$ cat config.mk
export PLATFORM = sky130hd
export DESIGN_NAME = wb_sel_pipe
export DESIGN_NICKNAME = d
export VERILOG_FILES = /design/src/rtl/wb_sel_pipe.sv
export SDC_FILE = /design/constraint.sdc
export NUM_CORES = 1
export LEC_CHECK = 0
export BUFFER_PORTS_ARGS = -buffer_cell sky130_fd_sc_hd__clkbuf_2
export CORE_MARGIN = 8
export CORE_UTILIZATION = 42
export CTS_BUF_LIST = sky130_fd_sc_hd__clkbuf_8 sky130_fd_sc_hd__clkbuf_16
export DETAILED_ROUTE_END_ITERATION = 12
export GPL_TIMING_DRIVEN = 1
export HOLD_SLACK_MARGIN = 0.05
export PLACE_DENSITY = 0.91
export SETUP_SLACK_MARGIN = 0.05
export SLEW_MARGIN = 0
export SYNTH_ARGS = -nofsm -noshare
export SYNTH_HDL_FRONTEND = slang
export SYNTH_SLANG_ARGS = --single-unit
$ cat constraint.sdc
create_clock -name clk -period 2.28 [get_ports clk]
set_input_delay 0.228 -clock clk [delete_from_list [all_inputs] [get_ports clk]]
set_output_delay 0.228 -clock clk [all_outputs]
set_load 0.01 [all_outputs]
$ cat src/rtl/wb_sel_pipe.sv
// wb_sel_pipe: writeback-select pipeline stage between MEM and the register file.
//
// Selects one of NUM_SRC packed data sources and one of rt/rd/LINK_REG as the
// destination, then registers the result (1-cycle latency). It also supports
// stall (hold everything) and flush (kill the captured instruction), flags
// out-of-range source selects, detects forwarding hits from the registered
// state and counts retired register writes with a saturating counter.
//
// Ports:
//   clk, rst                     clock (rising edge), synchronous active-high reset
//   stall, flush                 hold all registers / kill the captured instruction
//   in_valid, reg_write_in       incoming instruction valid / writes the register file
//   src_sel, src_data            source index / packed sources (k at [k*DATA_W +: DATA_W])
//   dst_sel, rt, rd              destination select (00 rt, 01 rd, 1x LINK_REG) and fields
//   out_valid, wb_data, wb_addr  registered valid, data and destination
//   wb_we, sel_err               registered write enable / out-of-range select flag
//   fwd_rs, fwd_rt               consumer source registers
//   fwd_rs_hit, fwd_rt_hit       forward wb_data to the consumer operand
//   wr_count                     saturating count of retired register writes
//
// Handshake: out_valid qualifies wb_data/wb_addr/wb_we/sel_err; there is no
// backpressure path, stall freezes the stage for as long as it is held.
module wb_sel_pipe #(
  parameter int DATA_W   = 32,
  parameter int NUM_SRC  = 5,
  parameter int SEL_W    = 3,
  parameter int REG_W    = 5,
  parameter int LINK_REG = 31,
  parameter int CNT_W    = 16
) (
  input  logic                      clk,
  input  logic                      rst,
  input  logic                      stall,
  input  logic                      flush,
  input  logic                      in_valid,
  input  logic [SEL_W-1:0]          src_sel,
  input  logic [NUM_SRC*DATA_W-1:0] src_data,
  input  logic [1:0]                dst_sel,
  input  logic [REG_W-1:0]          rt,
  input  logic [REG_W-1:0]          rd,
  input  logic                      reg_write_in,
  output logic                      out_valid,
  output logic [DATA_W-1:0]         wb_data,
  output logic [REG_W-1:0]          wb_addr,
  output logic                      wb_we,
  output logic                      sel_err,
  input  logic [REG_W-1:0]          fwd_rs,
  input  logic [REG_W-1:0]          fwd_rt,
  output logic                      fwd_rs_hit,
  output logic                      fwd_rt_hit,
  output logic [CNT_W-1:0]          wr_count
);

  // One extra bit so NUM_SRC == 2**SEL_W is representable; the compare is
  // then always true and sel_err can never rise.
  localparam logic [SEL_W:0]   NUM_SRC_W = (SEL_W+1)'(NUM_SRC);
  localparam logic [REG_W-1:0] LINK_ADDR = REG_W'(LINK_REG);

  logic                 w_sel_ok;
  logic [DATA_W-1:0]    w_sel_data;
  logic [REG_W-1:0]     w_addr;
  logic                 w_we;
  logic                 w_err;

  logic                 r_valid;
  logic [DATA_W-1:0]    r_data;
  logic [REG_W-1:0]     r_addr;
  logic                 r_we;
  logic                 r_err;
  logic [CNT_W-1:0]     r_cnt;

  assign w_sel_ok = ({1'b0, src_sel} < NUM_SRC_W);

  // An out-of-range index matches no source, so the data falls back to zero.
  always_comb begin
    w_sel_data = '0;
    for (int k = 0; k < NUM_SRC; k++) begin
      if (src_sel == SEL_W'(k)) begin
        w_sel_data = src_data[k*DATA_W +: DATA_W];
      end
    end
  end

  always_comb begin
    w_addr = LINK_ADDR;
    case (dst_sel)
      2'b00:   w_addr = rt;
      2'b01:   w_addr = rd;
      default: w_addr = LINK_ADDR;
    endcase
  end

  // Writes to $0 and writes with a bad source select are suppressed here, so
  // the forwarding compare below needs no separate zero-register check.
  assign w_we  = in_valid & reg_write_in & (w_addr != '0) & w_sel_ok;
  assign w_err = in_valid & ~w_sel_ok;

  always_ff @(posedge clk) begin
    if (rst) begin
      r_valid <= 1'b0;
      r_data  <= '0;
      r_addr  <= '0;
      r_we    <= 1'b0;
      r_err   <= 1'b0;
      r_cnt   <= '0;
    end else if (!stall) begin
      r_data <= w_sel_data;
      r_addr <= w_addr;
      if (flush) begin
        r_valid <= 1'b0;
        r_we    <= 1'b0;
        r_err   <= 1'b0;
      end else begin
        r_valid <= in_valid;
        r_we    <= w_we;
        r_err   <= w_err;
        if (w_we && !(&r_cnt)) begin
          r_cnt <= r_cnt + CNT_W'(1);
        end
      end
    end
  end

  assign out_valid  = r_valid;
  assign wb_data    = r_data;
  assign wb_addr    = r_addr;
  assign wb_we      = r_we;
  assign sel_err    = r_err;
  assign wr_count   = r_cnt;

  assign fwd_rs_hit = r_valid & r_we & (r_addr == fwd_rs);
  assign fwd_rt_hit = r_valid & r_we & (r_addr == fwd_rt);

endmodule

==> flow_summary.ini <==
[global_route]
overflow = 0
grt_pass1_vias = 4436
grt_max_degree = 74
grt.total_usage_pct = 22.2
grt_first_pass_wirelength_um = 21400
antenna_found_initial = 0

[power]
netSwitchingFraction_pct = 27.1
power.net_switching_mw = 0.657
p_leak_nw = 2.48
irDropWorstVdd_v = 0.000374
p_per_area_nw_per_um2 = 480
power.share.sequential_pct = 43.8
share_clk_of_total_power_pct = 31.1
comb_power_share_pct = 25.1
power_report.internal_total_mw = 1.77

[timing]
worst_slew_pin_slew_ns = 0.802
timing.max_slew.rel_slack_pct = 46.4
final_hold_viol_count = 0
setup_tns_ns = 0
finalCritPeriodShare_pct = 89.8
max_freq_mhz = 488
finalSetupViolations = 0
drv_slew = 0
finalClockSkew_ns = 0.0150
period_needed_ns = 2.05
rsz0062_at_grt = false

[place]
finalWeightedCongestion = 0.933
detailed_place_hpwl_um = 11400
numPortBuffers = 248
placed_area_um2 = 4910

[critical_path]
worst_setup_path_startpoint = wr_count[0]
worstSetupPathType = flop to flop
path_buf_inv = 1
worst_ep_required_time_ns = 2.49
critPathTopFamily = simple AND/OR/NAND/NOR gates
crit-reg2reg-launch = wr_count[0]
cp_slowest_cell = dfxtp_1
critical_path.max_stage_delay_ns = 0.41
crit_path_to = wr_count[6]
r2r-end = wr_count[6]
crit_chain = ha_1 -> nand2_1 -> or2_1 -> nor3_2 -> buf_4 -> nor4_1 -> mux2_1
worstSetupStartpointType = flop
rrSetupSlack_ns = 0.23
cp_max_fo = 16
crit_cells = 7
critPathArrivalTime_ns = 2.26
endpoint_kind = flop
worst_r2r_path_depth = 7

[clock_tree]
numCtsBuffers = 5
tritoncts_num_sinks = 56
cts_buffer_depth = 2
clk_pin_slew_worst_paths_ns = 0.11
cts_post_setup_buffers_inserted = 0
holdBufCountCts = 0
cts_tree = built
clockRootBuffer = clkbuf_8
insertion_delay_ns = 0.31
cts.htree.levels = 2

[routing]
dr.first_iter.drc_count = 244
avgRoutedWirePerCell_um = 18.1
drt.antenna.violating_nets = 0
vias = 4298
post-route-drc-count = 0
routed_wl_um = 13900
avgViaCountPerCell = 5.58
drtPass1Iterations = 5

[synthesis]
number_of_distinct_library_cells_after_synthesis = 47
most_area_consuming_cells_after_synthesis = dfxtp_1 31%, mux2i_1 16%, nor2b_1 4.7%
synth-warning-count = 0
synth-async-reset-ratio_pct = 0
post_synthesis_instance_area_um2 = 3630
syn_nets = 626
ys_seq_area_share_pct = 30.9
largest_area_contributor_in_the_synthesized_netlist = dfxtp_1
synth_enable_flop_cells = 0
synth_cells = 434
synth-seq-cells = 56
synthesis.area_per_instance_um2 = 8.36
postSynth.topFlopCell = dfxtp_1
synth_top_area_share_pct = 30.9

[floorplanning]
die_height_um = 109
initial_core_util_pct = 42.4
floorplan.die.width_um = 109
floorplan.io_pins = 249
fp.dieArea_um2 = 11900
std_cell_rows = 34
core_area_um2 = 8550

[layout]
layout_commonest_cell = clkbuf_2
layout.nets = 854
final_area_um2 = 5050
most-common-layout-cells = 248 x clkbuf_2, 57 x mux2i_1, 56 x dfxtp_1, 28 x nor2_1, 27 x nor2b_1
drive_gt1_share_pct = 42.1
synthToLayoutAreaGrowth_pct = 39.1
filler_cell_count = 751
insertedDiodeCount = 0

[worst_hold_path]
path_category_of_the_worst_min_delay_check = input port to flop

[run]
maxCapViolations = 0

[status]
run_status = finished, final reports clean
Yosys cell counts, drive strengths merged, types with 3 or more instances:
master	instances
clkbuf	22
nor3	25
xnor2	8
nor2	28
nand4	3
nor4	3
nand2	10
a211oi	20
a221oi	16
nand2b	13
nor2b	27
mux2	5
and3	12
nand3	9
o21ai	15
o31ai	6
dfxtp	56
o22ai	20
a21oi	25
buf	17
inv	8
or4	6
or3	3
mux2i	57
state kept, by name (all words and copies together) (netlist names):
signal and cells:
out_valid 1, wb_data 32, sel_err 1, wr_count 16, wb_we 1, wb_addr 5
what timing repair did:
action                                  CTS  global route
endpoints found under the setup margin    0             3
gates resized for setup                   0             2
hold endpoints to repair                  0             0
power by group through the flow:
stage	clock network, mW	registers (mW)	logic, mW
floorplan	0	1.10	0.297
global route	0.807	1.07	0.667
global placement	0	1.08	0.591
finish	0.754	1.06	0.608
CTS	0.768	1.06	0.611
detailed placement	0	1.08	0.608
per-layer routing:
metal	part of all wire (%)	global-route usage [%]	routed length, µm
met1	38	25.2	5310
met3	8.3	5.50	1150
met5	0	0	0
met4	2.4	7.43	340
met2	51	39.7	7110
metrics by stage:
step / setup WS [ns] / std cells / hold WS [ns] / util, % / power [mW]
after global placement: 0.182 / 763 / 0.474 / 57.4 / 1.67
after floorplan: 0.415 / 434 / 0.442 / - / 1.40
after CTS: 0.0846 / 770 / 0.238 / 59.0 / 2.44
after global routing: 0.0917 / 770 / 0.245 / 59.0 / 2.54
final: 0.231 / 770 / 0.246 / 59.0 / 2.42
after detailed placement: 0.0683 / 763 / 0.483 / 57.4 / 1.69
worst min-delay path, cell delays in order:
cell and delay (ns):
clkbuf_2 0.08, a211oi_1 0.05, nor3_1 0.15
worst min path at each step:
stage / to / depth (start not counted) / start / slack [ns]
finish: wb_data[17] / 3 / src_data[49] / 0.25
global route: wb_data[27] / 3 / src_data[59] / 0.25
CTS: wb_data[10] / 3 / src_data[42] / 0.24
detailed placement: wb_we / 2 / wb_we / 0.48
global placement: wb_we / 2 / wb_we / 0.47
floorplan: wr_count[1] / 3 / rst / 0.44
cell families (layout without fill, tap and decap cells):
kind of cell | Yosys count | in the layout | synth area share (%)
muxes | 62 | 62 | 17.3
DFF | 56 | 56 | 30.9
AOI/OAI and AO/OA | 109 | 109 | 19.9
and+or+nand+nor | 149 | 149 | 23.3
buffers and inverters | 47 | 275 | 5.86
xor gates and xnor gates | 10 | 10 | 2.41
adders and majority gates | 1 | 1 | 0.345
final cells by class:
| class | count | area (µm²) | share of cell area [%] |
|---|---|---|---|
| Tap cell | 108 | 135 | 2.68 |
| Timing Repair Buffer | 260 | 1330 | 26.4 |
| Multi-Input combinational cell | 331 | 2300 | 45.6 |
| Inverter | 8 | 30.0 | 0.595 |
| Sequential cell | 56 | 1120 | 22.2 |
| Clock inverter | 2 | 60.1 | 1.19 |
| Clock buffer | 5 | 68.8 | 1.36 |
(Power assumes the default switching activity.)
